--- src/rtl/execute_stage_pipe.sv ---
// ============================================================================
//  Module   : execute_stage_pipe
//  Brief    : Parametrised EX stage with operand forwarding, stall/flush
//             control, a DW-step shift-add multiplier with busy handshake,
//             registered Z/V/N branch flags and a valid bit through EX/MEM.
//  Options  : EXECUTE_FWD_EN - when defined, ForwardAE/ForwardBE select the
//             forwarded operands; when undefined they are ignored.
//  Revision : 1.0 - initial release
// ============================================================================
`default_nettype none

module execute_stage_pipe #(
   parameter int DW = 19,
   parameter int PW = 15,
   parameter int RW = 5
) (
   input  logic          clk,
   input  logic          reset,
   input  logic          ValidE,
   input  logic          FlushE,
   input  logic          RegWriteE,
   input  logic          MemWriteE,
   input  logic          ResultSrcE,
   input  logic          JumpE,
   input  logic          ALUSrcE,
   input  logic          Cant_ByteE,
   input  logic [1:0]    BranchE,
   input  logic [2:0]    ALUControlE,
   input  logic [DW-1:0] RD1E,
   input  logic [DW-1:0] RD2E,
   input  logic [DW-1:0] ImmExtE,
   input  logic [PW-1:0] PCE,
   input  logic [RW-1:0] RDE,
   input  logic [DW-1:0] ResultW,
   input  logic [1:0]    ForwardAE,
   input  logic [1:0]    ForwardBE,
   output logic          BusyE,
   output logic          PCSrcE,
   output logic [PW-1:0] PCTargetE,
   output logic          ValidM,
   output logic          RegWriteM,
   output logic          MemWriteM,
   output logic          ResultSrcM,
   output logic          Cant_ByteM,
   output logic [RW-1:0] RDM,
   output logic [DW-1:0] WriteDataM,
   output logic [DW-1:0] ALUResultM
);

   localparam logic [2:0] c_ALU_ADD = 3'b000;
   localparam logic [2:0] c_ALU_SUB = 3'b001;
   localparam logic [2:0] c_ALU_AND = 3'b010;
   localparam logic [2:0] c_ALU_OR  = 3'b011;
   localparam logic [2:0] c_ALU_XOR = 3'b100;
   localparam logic [2:0] c_ALU_SHL = 3'b101;
   localparam logic [2:0] c_ALU_SHR = 3'b110;
   localparam logic [2:0] c_ALU_MUL = 3'b111;

   localparam int c_CW = $clog2(DW + 1);

   typedef enum logic [1:0] {
      ST_IDLE = 2'd0,
      ST_MUL  = 2'd1,
      ST_DONE = 2'd2
   } state_t;

   state_t            r_state;
   logic [c_CW-1:0]   r_cnt;
   logic [DW-1:0]     r_acc;
   logic [DW-1:0]     r_mcand;
   logic [DW-1:0]     r_mplier;
   logic              r_h_regwrite;
   logic              r_h_memwrite;
   logic              r_h_resultsrc;
   logic              r_h_cantbyte;
   logic [RW-1:0]     r_h_rd;
   logic [DW-1:0]     r_h_wdata;
   logic              r_flag_z;
   logic              r_flag_v;
   logic              r_flag_n;

   logic [DW-1:0]     w_src_a;
   logic [DW-1:0]     w_fwd_b;
   logic [DW-1:0]     w_src_b;
   logic [DW-1:0]     w_alu_res;
   logic              w_alu_v;
   logic [4:0]        w_shamt;
   logic              w_sh_ovr;
   logic              w_mul_start;
   logic              w_br_cond;

`ifdef EXECUTE_FWD_EN
   // Operand forwarding from writeback and from the EX/MEM result
   always_comb begin
      w_src_a = RD1E;
      w_fwd_b = RD2E;
      case (ForwardAE)
         2'b01:   w_src_a = ResultW;
         2'b10:   w_src_a = ALUResultM;
         default: w_src_a = RD1E;
      endcase
      case (ForwardBE)
         2'b01:   w_fwd_b = ResultW;
         2'b10:   w_fwd_b = ALUResultM;
         default: w_fwd_b = RD2E;
      endcase
   end
`else
   logic w_unused_fwd;
   assign w_src_a      = RD1E;
   assign w_fwd_b      = RD2E;
   assign w_unused_fwd = ^{ForwardAE, ForwardBE, ResultW};
`endif

   assign w_src_b  = ALUSrcE ? ImmExtE : w_fwd_b;
   assign w_shamt  = w_src_b[4:0];
   assign w_sh_ovr = ({27'd0, w_shamt} >= 32'(DW));

   // Single-cycle ALU with signed overflow for add/sub
   always_comb begin
      w_alu_res = '0;
      w_alu_v   = 1'b0;
      case (ALUControlE)
         c_ALU_ADD: begin
            w_alu_res = w_src_a + w_src_b;
            w_alu_v   = (w_src_a[DW-1] == w_src_b[DW-1]) && (w_alu_res[DW-1] != w_src_a[DW-1]);
         end
         c_ALU_SUB: begin
            w_alu_res = w_src_a - w_src_b;
            w_alu_v   = (w_src_a[DW-1] != w_src_b[DW-1]) && (w_alu_res[DW-1] != w_src_a[DW-1]);
         end
         c_ALU_AND: w_alu_res = w_src_a & w_src_b;
         c_ALU_OR:  w_alu_res = w_src_a | w_src_b;
         c_ALU_XOR: w_alu_res = w_src_a ^ w_src_b;
         c_ALU_SHL: w_alu_res = w_sh_ovr ? '0 : (w_src_a << w_shamt);
         c_ALU_SHR: w_alu_res = w_sh_ovr ? '0 : (w_src_a >> w_shamt);
         default:   w_alu_res = '0;
      endcase
   end

   // A multiply starting in IDLE stalls upstream in the same cycle; reset masks it
   assign w_mul_start = reset && (r_state == ST_IDLE) && ValidE &&
                        (ALUControlE == c_ALU_MUL) && !FlushE;
   assign BusyE       = w_mul_start || (r_state == ST_MUL);

   // Branch condition evaluated from the registered flags
   always_comb begin
      w_br_cond = 1'b0;
      case (BranchE)
         2'b01:   w_br_cond = ~(r_flag_n ^ r_flag_v);
         2'b10:   w_br_cond = r_flag_n ^ r_flag_v;
         2'b11:   w_br_cond = r_flag_z;
         default: w_br_cond = 1'b0;
      endcase
   end

   assign PCSrcE    = reset && ValidE && !FlushE && !BusyE && (JumpE || w_br_cond);
   assign PCTargetE = PCE + ImmExtE[PW-1:0];

   // Multiplier FSM, flag register and EX/MEM pipeline register
   always_ff @(posedge clk or negedge reset) begin
      if (!reset) begin
         r_state       <= ST_IDLE;
         r_cnt         <= '0;
         r_acc         <= '0;
         r_mcand       <= '0;
         r_mplier      <= '0;
         r_h_regwrite  <= 1'b0;
         r_h_memwrite  <= 1'b0;
         r_h_resultsrc <= 1'b0;
         r_h_cantbyte  <= 1'b0;
         r_h_rd        <= '0;
         r_h_wdata     <= '0;
         r_flag_z      <= 1'b0;
         r_flag_v      <= 1'b0;
         r_flag_n      <= 1'b0;
         ValidM        <= 1'b0;
         RegWriteM     <= 1'b0;
         MemWriteM     <= 1'b0;
         ResultSrcM    <= 1'b0;
         Cant_ByteM    <= 1'b0;
         RDM           <= '0;
         WriteDataM    <= '0;
         ALUResultM    <= '0;
      end else begin
         // A bubble is the default; retiring paths override it below
         ValidM     <= 1'b0;
         RegWriteM  <= 1'b0;
         MemWriteM  <= 1'b0;
         ResultSrcM <= 1'b0;
         Cant_ByteM <= 1'b0;
         RDM        <= '0;
         WriteDataM <= '0;
         ALUResultM <= '0;
         if (FlushE) begin
            r_state <= ST_IDLE;
            r_cnt   <= '0;
         end else begin
            case (r_state)
               ST_IDLE: begin
                  if (w_mul_start) begin
                     // Bit 0 of the multiplier is consumed at capture, leaving DW-1 steps
                     r_acc         <= w_src_b[0] ? w_src_a : '0;
                     r_mcand       <= w_src_a << 1;
                     r_mplier      <= w_src_b >> 1;
                     r_h_regwrite  <= RegWriteE;
                     r_h_memwrite  <= MemWriteE;
                     r_h_resultsrc <= ResultSrcE;
                     r_h_cantbyte  <= Cant_ByteE;
                     r_h_rd        <= RDE;
                     r_h_wdata     <= w_fwd_b;
                     r_cnt         <= c_CW'(DW);
                     r_state       <= ST_MUL;
                  end else if (ValidE) begin
                     ValidM     <= 1'b1;
                     RegWriteM  <= RegWriteE;
                     MemWriteM  <= MemWriteE;
                     ResultSrcM <= ResultSrcE;
                     Cant_ByteM <= Cant_ByteE;
                     RDM        <= RDE;
                     WriteDataM <= w_fwd_b;
                     ALUResultM <= w_alu_res;
                     if (BranchE == 2'b00) begin
                        r_flag_z <= (w_alu_res == '0);
                        r_flag_n <= w_alu_res[DW-1];
                        r_flag_v <= w_alu_v;
                     end
                  end
               end
               ST_MUL: begin
                  r_acc    <= r_acc + (r_mplier[0] ? r_mcand : '0);
                  r_mcand  <= r_mcand << 1;
                  r_mplier <= r_mplier >> 1;
                  r_cnt    <= r_cnt - c_CW'(1);
                  if (r_cnt == c_CW'(2)) begin
                     r_state <= ST_DONE;
                  end
               end
               ST_DONE: begin
                  ValidM     <= 1'b1;
                  RegWriteM  <= r_h_regwrite;
                  MemWriteM  <= r_h_memwrite;
                  ResultSrcM <= r_h_resultsrc;
                  Cant_ByteM <= r_h_cantbyte;
                  RDM        <= r_h_rd;
                  WriteDataM <= r_h_wdata;
                  ALUResultM <= r_acc;
                  if (ValidE && (BranchE == 2'b00)) begin
                     r_flag_z <= (r_acc == '0);
                     r_flag_n <= r_acc[DW-1];
                     r_flag_v <= 1'b0;
                  end
                  r_cnt   <= '0;
                  r_state <= ST_IDLE;
               end
               default: begin
                  r_cnt   <= '0;
                  r_state <= ST_IDLE;
               end
            endcase
         end
      end
   end

endmodule

`default_nettype wire

--- config.mk ---
export PLATFORM = sky130hd
export DESIGN_NAME = execute_stage_pipe
export DESIGN_NICKNAME = d
export VERILOG_FILES = /design/src/rtl/execute_stage_pipe.sv
export SDC_FILE = /design/constraint.sdc
export NUM_CORES = 1
export LEC_CHECK = 0
export CORE_MARGIN = 2
export CORE_UTILIZATION = 55
export CTS_BUF_LIST = sky130_fd_sc_hd__clkbuf_16
export DETAILED_ROUTE_END_ITERATION = 7
export PLACE_DENSITY = 0.79
export SLEW_MARGIN = 10
export SYNTH_ARGS = -nofsm -noshare
export SYNTH_HDL_FRONTEND = slang
export SYNTH_SLANG_ARGS = --single-unit
--- constraint.sdc ---
create_clock -name clk -period 14.6 [get_ports clk]
set_input_delay 4.38 -clock clk [delete_from_list [all_inputs] [get_ports clk]]
set_output_delay 4.38 -clock clk [all_outputs]
set_load 0.05 [all_outputs]
Word-level counts from Yosys, hierarchy flattened
Cells that the tools add are included.

$lt $le $gt $ge: 1. Bitwise operators: 6. Shift operators: 2. Add/sub/neg operators: 5. Equality and inequality tests: 24. Reduce and logical (&&, ||, !) cells: 26. Muxes and demuxes: 68.

Operators with widths (number): 19-bit two-way mux (14); 19-bit case mux with 2 select lines (5); 19-bit case mux with 7 select lines (1); 19-bit adder (2); 19-bit zero test (2); 1-bit two-way mux (27); 5-bit two-way mux (5); 5-bit case mux with 2 select lines (2); 19-bit bitwise AND (1); 19-bit bitwise OR (1); 19-bit by 5-bit << shifter with 19-bit output (1); 19-bit by 5-bit >> shifter with 19-bit output (1); 19-bit subtractor (1); 19-bit bitwise XOR (1); 1-bit case mux with 2 select lines (9); 15-bit adder (1); 3-bit == test, second input constant (4); 1-bit logical AND (11); 2-bit != test, second input constant (4); 2-bit == test, second input constant (3); 3-bit by 2-bit == test with 1-bit output, second input constant (2); 2-bit two-way mux (3); 3-bit AND reduction (2); 6-bit AND reduction (1); other kinds (20) (28).

Output and inout bits: 65. Register bits after elaboration: 143. Word-level logic and storage cells: 154. Input port bits: 115.

Logic depth before layout (Yosys ltp)
Gate-level depths: netlist of the first run.

Depth after elaboration: 9. Mapped depth: 21. Depth with buffers taken out: 16.

Worst setup path after synthesis of the first run
No wires, ideal clock.

Path kind: input -> output. Start point: input ImmExtE[0]. End point: output PCTargetE[14]. Stages on the path: 14. Data required time: 10220 ps. Arrival: 7151 ps. Buffers on the path: 0. Path slack: 3069 ps. Cell sequence: ha_1 > inv_1 > fa_1 > nor2b_1 > o21ai_0 > a21boi_0 > o21ai_0 > a21boi_0 > o21ai_0 > a21o_1 > a21oi_1 > a21o_1 > a21oi_1 > xnor2_1.

Longest elaborated chain between the ends: 1.

RTL lines: from (decl) (line 31) `input logic [DW-1:0] ImmExtE,`; 15-bit adder (line 158) `assign PCTargetE = PCE + ImmExtE[PW-1:0];`; to (decl) (line 39) `output logic [PW-1:0] PCTargetE,`.

Every way passes these cells.

Worst setup path after layout of the first run
Ends and elaborated chain as after synthesis.

==> results_dict.tcl, run 1 <==
set metrics [dict create \
    holdCritPathClass "flip-flop to flip-flop" \
    ys_top_cells_by_area "dfrtp_1, ha_1, nand2_1" \
    setup_viol 0 \
    num_io_pins 180 \
    slew_viol_final 0 \
    synth_edf_count 0 \
    crit_chain "clkdlybuf4s50_1, ha_1, inv_1, fa_1, nor2b_1, o21ai_0, a21boi_0, o21ai_0, a21boi_0, o21ai_0, a21o_1, a21oi_1, a21o_1, a21oi_1, xnor2_1, clkdlybuf4s50_1" \
    path_class "primary input to output pin" \
    die_area_um2 23600 \
    yosys.area_share.simple_pct 19.0 \
    grt_pass1_wl_um 71000 \
    clkTransAtPathRegs_ns 0.06 \
    finalSetupTns_ns 0 \
    drc 0 \
    clk_latency_ns 0.43 \
    synth_adder_area_share_pct 10.9 \
    ys_seq_area_share_pct 28.6 \
    crit_buf_inv 3 \
    rows 54 \
    dp.cells 1899 \
    worstMarginPinSlew_ns 1.14 \
    p_leak_uw 0.00661 \
    min-delay-start "r_h_wdata[12]" \
    whs_path_depth 2 \
    synthDistinctLibCells 75 \
    ctsResizeCount 0 \
    io_buffers 156 \
    drt_iter0_markers 1409 \
    cap_violations 0 \
    rr_startpoint "r_mplier[0]" \
    dp_hpwl_um 33800 \
    crit_fanout 2 \
    antenna_found_initial 1 \
    fin_crit_sh_pct 87.6 \
    grt_usage_pct 38.9 \
    crit_path_start "ImmExtE[0]" \
    endpoint_kind "output pin" \
    cp_data_arrival_time_ns 8.41 \
    grt_setup_unrepaired "no" \
    fillerInstances 1868 \
    cts_tree "built" \
    crit_family "compound AO/OA/AOI/OAI gates" \
    cts_hold_buf 0 \
    synth_top_cell_by_area "dfrtp_1" \
    path_depth 16 \
    vdd_ir_drop_max_mv 0.0834 \
    dr_total_vias 12700 \
    clock_sinks 141 \
    initial_core_util_pct 56.4 \
    power_uw 1500 \
    synth_compound_area_share_pct 23.8 \
    first_pass_iters 8 \
    grt_pass1_vias 12000 \
    critPathRequiredTime_ns 10.22 \
    synth_mux_area_share_pct 9.03 \
    critPathSlowestCell "clkdlybuf4s50_1" \
    die_w_um 154 \
    final_area_um2 14700 \
    clockBufferDepth 2 \
    cpPeakStageDelay_ns 0.82 \
    syn_nets 1759 \
    wl_per_cell_um 23.9 \
    hold_viol_final 0 \
    synth_top_cells_by_count "nand2_1, nor2_1, dfrtp_1, a21oi_1, o21ai_0" \
    synth_top_family_by_area "compound AO/OA/AOI/OAI gates" \
    place_congestion 0.975 \
    synth.most_common_cell "nand2_1" \
    maxSlewHeadroom_pct 23.7 \
    grt_max_degree 102 \
    synth_top_area_share_pct 28.6 \
    cts_setup_buffers 0 \
    cts_buffers 17 \
    drive_gt1_share_pct 6.84 \
    synthXorXnorAreaFrac_pct 3.05 \
    diodes 0 \
    ant_nets 0 \
    p_per_area_nw_per_um2 102 \
    finalCriticalPeriod_ns 12.79 \
    cp-start-kind "primary input" \
    outcome "finished, final reports clean" \
    routed_via_density 6.56 \
    yosys_warnings 0 \
    synth_area_um2 12300 \
    path_common_cell "o21ai_0" \
    clock_skew_ns 0.0210 \
    synth_seq_cells 141 \
    routed_wl_um 46200 \
    netlist_instances 1539 \
    core_um2 21900 \
    clock.fmax_mhz 78.2 \
    instances_no_fill 1931 \
    cts_root_buffer "clkbuf_16" \
    placed_cell_area_um2 14100 \
    synth_area_per_cell_um2 8.02 \
    h-tree-depth 4 \
    synth-main-ff-cell "dfrtp_1" \
    nNetsFinal 1858 \
    die_y_um 154 \
    area_delta_synth_final_pct 19.1 \
    grt.overflow.total 0 \
    async_flop_share_pct 100 \
    worstRegToRegCells 13 \
]
-- flip-flops by register name, indices dropped and copies added (netlist names), 2 cells and up --
name	count
r_cnt	5
WriteDataM	19
r_acc	19
r_state	2
r_h_rd	5
ALUResultM	19
RDM	5
r_h_wdata	19
r_mplier	18
r_mcand	18
-- worst register-to-register path: cells and delay by family, from the launching register on --
kind                       cells  cell delay, ns
adders and majority gates      1            0.26
xor gates and xnor gates       1            0.11
AOI/OAI and AO/OA              9            2.04
and+or+nand+nor                2            0.39
DFF                            1            0.82
-- report_power, final --
| group | internal [uW] | switching, uW | leakage, uW | total [uW] |
|---|---|---|---|---|
| registers | 452 | 53.2 | 0.00186 | 505 |
| clock network | 231 | 207 | 0.000285 | 438 |
| logic | 210 | 346 | 0.00447 | 556 |
-- layer usage --
layer	wire, um	track usage [%]	up-vias
met3	5090	11.6	120
li1	-	-	5728
met2	20700	59.1	719
met5	0	0	-
met4	1660	13.8	0
met1	18800	52.9	6108
-- through the flow --
stage	hold WS [ns]	worst slack [ns]	util, %
finish	0.479	1.81	67.1
global route	0.505	1.53	67.1
CTS	0.478	1.87	67.1
detailed placement	0.462	1.90	64.4
global placement	0.457	1.98	64.4
floorplan	0.446	3.07	-
-- final timing paths --
path | slack, ns | end
hold / removal | 0.48 | r_h_wdata[12]
hold reg to reg | 0.48 | r_h_wdata[12]
setup reg to reg | 10.84 | r_acc[13]
max in group asynchronous | 9.72 | r_mcand[8]
setup / recovery | 1.81 | PCTargetE[14]
min in group asynchronous | 3.75 | r_mcand[3]
-- cell type report --
| type | instances | area, um2 | area share [%] |
|---|---|---|---|
| Clock buffer | 17 | 425 | 2.90 |
| Sequential cell | 141 | 3530 | 24.0 |
| Inverter | 79 | 299 | 2.04 |
| Timing Repair Buffer | 180 | 1740 | 11.8 |
| Clock inverter | 15 | 179 | 1.22 |
| Tap cell | 280 | 350 | 2.38 |
| Multi-Input combinational cell | 1219 | 8170 | 55.6 |
-- placed cells by master, fill, tap and decap left out, types with 32 or more instances in the layout --
| cell | n |
|---|---|
| a21oi_1 | 116 |
| a22oi_1 | 49 |
| clkdlybuf4s50_1 | 154 |
| dfrtp_1 | 141 |
| ha_1 | 101 |
| inv_1 | 75 |
| mux2i_1 | 42 |
| nand2_1 | 225 |
| nor2_1 | 172 |
| nor3_1 | 32 |
| o21ai_0 | 108 |
| xnor2_1 | 34 |
-- cells by family (layout without fill, tap and decap cells) --
| logic type | count (synthesis) | in the layout |
|---|---|---|
| muxes | 75 | 75 |
| and+or+nand+nor | 542 | 542 |
| adders and majority gates | 105 | 105 |
| AOI/OAI and AO/OA | 454 | 454 |
| buffers and inverters | 179 | 291 |
| xor gates and xnor gates | 43 | 43 |
| DFF | 141 | 141 |
Note: power is estimated with default switching activity, not from simulation.
==> inputs of run 2 (changes only) <==
==> constraint.sdc (replaced) <==
create_clock -name clk -period 14.6 [get_ports clk]
set_input_delay 1.46 -clock clk [delete_from_list [all_inputs] [get_ports clk]]
set_output_delay 1.46 -clock clk [all_outputs]
set_load 0.05 [all_outputs]
==> run 2 against run 1 <==
Effect of this change: sequential cell count did not move; clock skew fell by 0.0057 ns; critical path depth did not move; sequential share of layout area barely moved; power barely moved; final area fell by 0.11%; worst hold slack improved by 0.0026 ns; cell count rose by 0.10%; register-to-register slack improved by 0.02 ns; via count fell by 0.84%; critical path type unchanged.
==> results_dict.tcl, run 2 (synthesis results as in run 1) <==
set metrics [dict create \
    outcome "finished, final reports clean" \
    grt_max_degree 106 \
    core_um2 21900 \
    wl_per_cell_um 23.4 \
    crit_chain "clkdlybuf4s50_1, ha_1, inv_1, fa_1, nor2b_1, o21ai_0, a21boi_0, o21ai_0, a21boi_0, o21ai_0, a21o_1, a21oi_1, a21o_1, a21oi_1, xnor2_1, clkdlybuf4s50_1" \
    cts_tree "built" \
    first_pass_iters 8 \
    cts_root_buffer "clkbuf_16" \
    min-delay-start "r_h_wdata[11]" \
    worstRegToRegCells 9 \
    finalSetupTns_ns 0 \
    die_y_um 154 \
    layout_common_cells "nand2_1, nor2_1, clkdlybuf4s50_1, dfrtp_1, a21oi_1" \
    ant_nets 0 \
    grt_setup_unrepaired "no" \
    clock.fmax_mhz 143 \
    p_clk_share_pct 29.1 \
    p_comb_share_pct 37.4 \
    h-tree-depth 4 \
    power.internal_uw 903 \
    instances_no_fill 1933 \
    post-route-util_pct 67.0 \
    num_io_pins 180 \
    dp.cells 1901 \
    hold_viol_final 0 \
    p_per_area_nw_per_um2 102 \
    p_leak_uw 0.00661 \
    grt_usage_pct 38.3 \
    place_congestion 0.996 \
    finalCriticalPeriod_ns 7.00 \
    grt.overflow.total 0 \
    mostFrequentLayoutCell "nand2_1" \
    maxSlewHeadroom_pct 24.9 \
    die_w_um 154 \
    diodes 0 \
    dr_total_vias 12600 \
    cts_hold_buf 0 \
    path_common_cell "o21ai_0" \
    io_buffers 156 \
    rr_startpoint "r_state[0]" \
    cts_setup_buffers 0 \
    clkTransAtPathRegs_ns 0.06 \
    drive_gt1_share_pct 6.78 \
    p_seq_share_pct 33.5 \
    placed_cell_area_um2 14100 \
    antenna_found_initial 1 \
    holdCritPathClass "flip-flop to flip-flop" \
    crit_buf_inv 3 \
    cpPeakStageDelay_ns 0.83 \
    whs_path_depth 2 \
    clockBufferDepth 2 \
    slew_viol_final 0 \
    worstMarginPinSlew_ns 1.12 \
    crit_fanout 2 \
    hold-path-endpoint "r_h_wdata[11]" \
    rows 54 \
    cp_data_arrival_time_ns 5.54 \
    die_area_um2 23600 \
    clock_skew_ns 0.0154 \
    dp_hpwl_um 33000 \
    clock_sinks 141 \
    clk_latency_ns 0.43 \
    grt_pass1_wl_um 70600 \
    grt_pass1_vias 12000 \
    final_area_um2 14700 \
    rrSetupSlack_ns 10.86 \
    endpoint_kind "output pin" \
    timing.rr.end "r_flag_z" \
    setup_viol 0 \
    path_class "primary input to output pin" \
    routed_wl_um 45300 \
    cap_violations 0 \
    nNetsFinal 1860 \
    critPathRequiredTime_ns 13.14 \
    power_switching_uw 594 \
    area_delta_synth_final_pct 19.0 \
    crit_family "compound AO/OA/AOI/OAI gates" \
    fin_crit_sh_pct 47.9 \
    routed_via_density 6.50 \
    drt_iter0_markers 1289 \
    vdd_ir_drop_max_mv 0.0834 \
    ctsResizeCount 0 \
    critPathSlowestCell "clkdlybuf4s50_1" \
    drc 0 \
    cp-start-kind "primary input" \
    initial_core_util_pct 56.4 \
    switching_share_pct 39.7 \
    cts_buffers 17 \
    fillerInstances 1859 \
]
==> run 2: per-stage QoR <==
step	total power [uW]	hold slack, ns	worst slack [ns]
floorplan	853	0.446	8.24
global placement	1040	0.457	7.60
detailed placement	1050	0.463	7.55
CTS	1490	0.480	7.64
global route	1570	0.497	7.29
finish	1500	0.482	7.60
==> run 2: final cells by class <==
class                      count  area (um2)  share of cell area (%)
tap                          280         350                    2.39
clock inverter                15         159                    1.08
inverter                      79         299                    2.04
clock buffer                  17         425                    2.90
multi-input combinational   1219        8160                    55.6
sequential                   141        3530                    24.0
timing repair buffer         182        1750                    11.9
==> run 2: worst reg2reg max path, cell delays in order (launching register included) <==
cell	delay [ns]
dfrtp_1	0.53
or2_2	0.75
nor2_1	0.23
nand3_1	0.32
or3_1	0.44
nor3_2	0.11
nand4b_1	0.16
or4_1	0.49
or4_1	0.41
o31ai_1	0.22
==> run 2: metal layers <==
layer	vias up	global-route usage [%]	wire length [um]
met5	-	0	13
met4	2	14.0	1850
met3	131	9.24	5020
met2	728	58.9	20100
met1	5993	52.8	18400
li1	5714	-	-
==> run 2: how the worst max path moves through the flow <==
stage                     startpoint       endpoint  slack (ns)  cells past startpoint
final                     ImmExtE[0]  PCTargetE[14]        7.60                     16
after global routing      ImmExtE[0]  PCTargetE[14]        7.29                     16
after CTS                 ImmExtE[0]  PCTargetE[14]        7.64                     16
after detailed placement     ALUSrcE       r_flag_z        7.55                     18
after global placement       ALUSrcE       r_flag_z        7.60                     18
after floorplan              ALUSrcE       r_flag_z        8.24                     21
==> run 2: power by group through the flow <==
stage / combinational, uW / clock [uW] / sequential, uW
floorplan: 341 / 0 / 513
global placement: 533 / 0 / 503
detailed placement: 543 / 0 / 506
CTS: 547 / 439 / 499
global route: 604 / 456 / 507
finish: 559 / 436 / 502
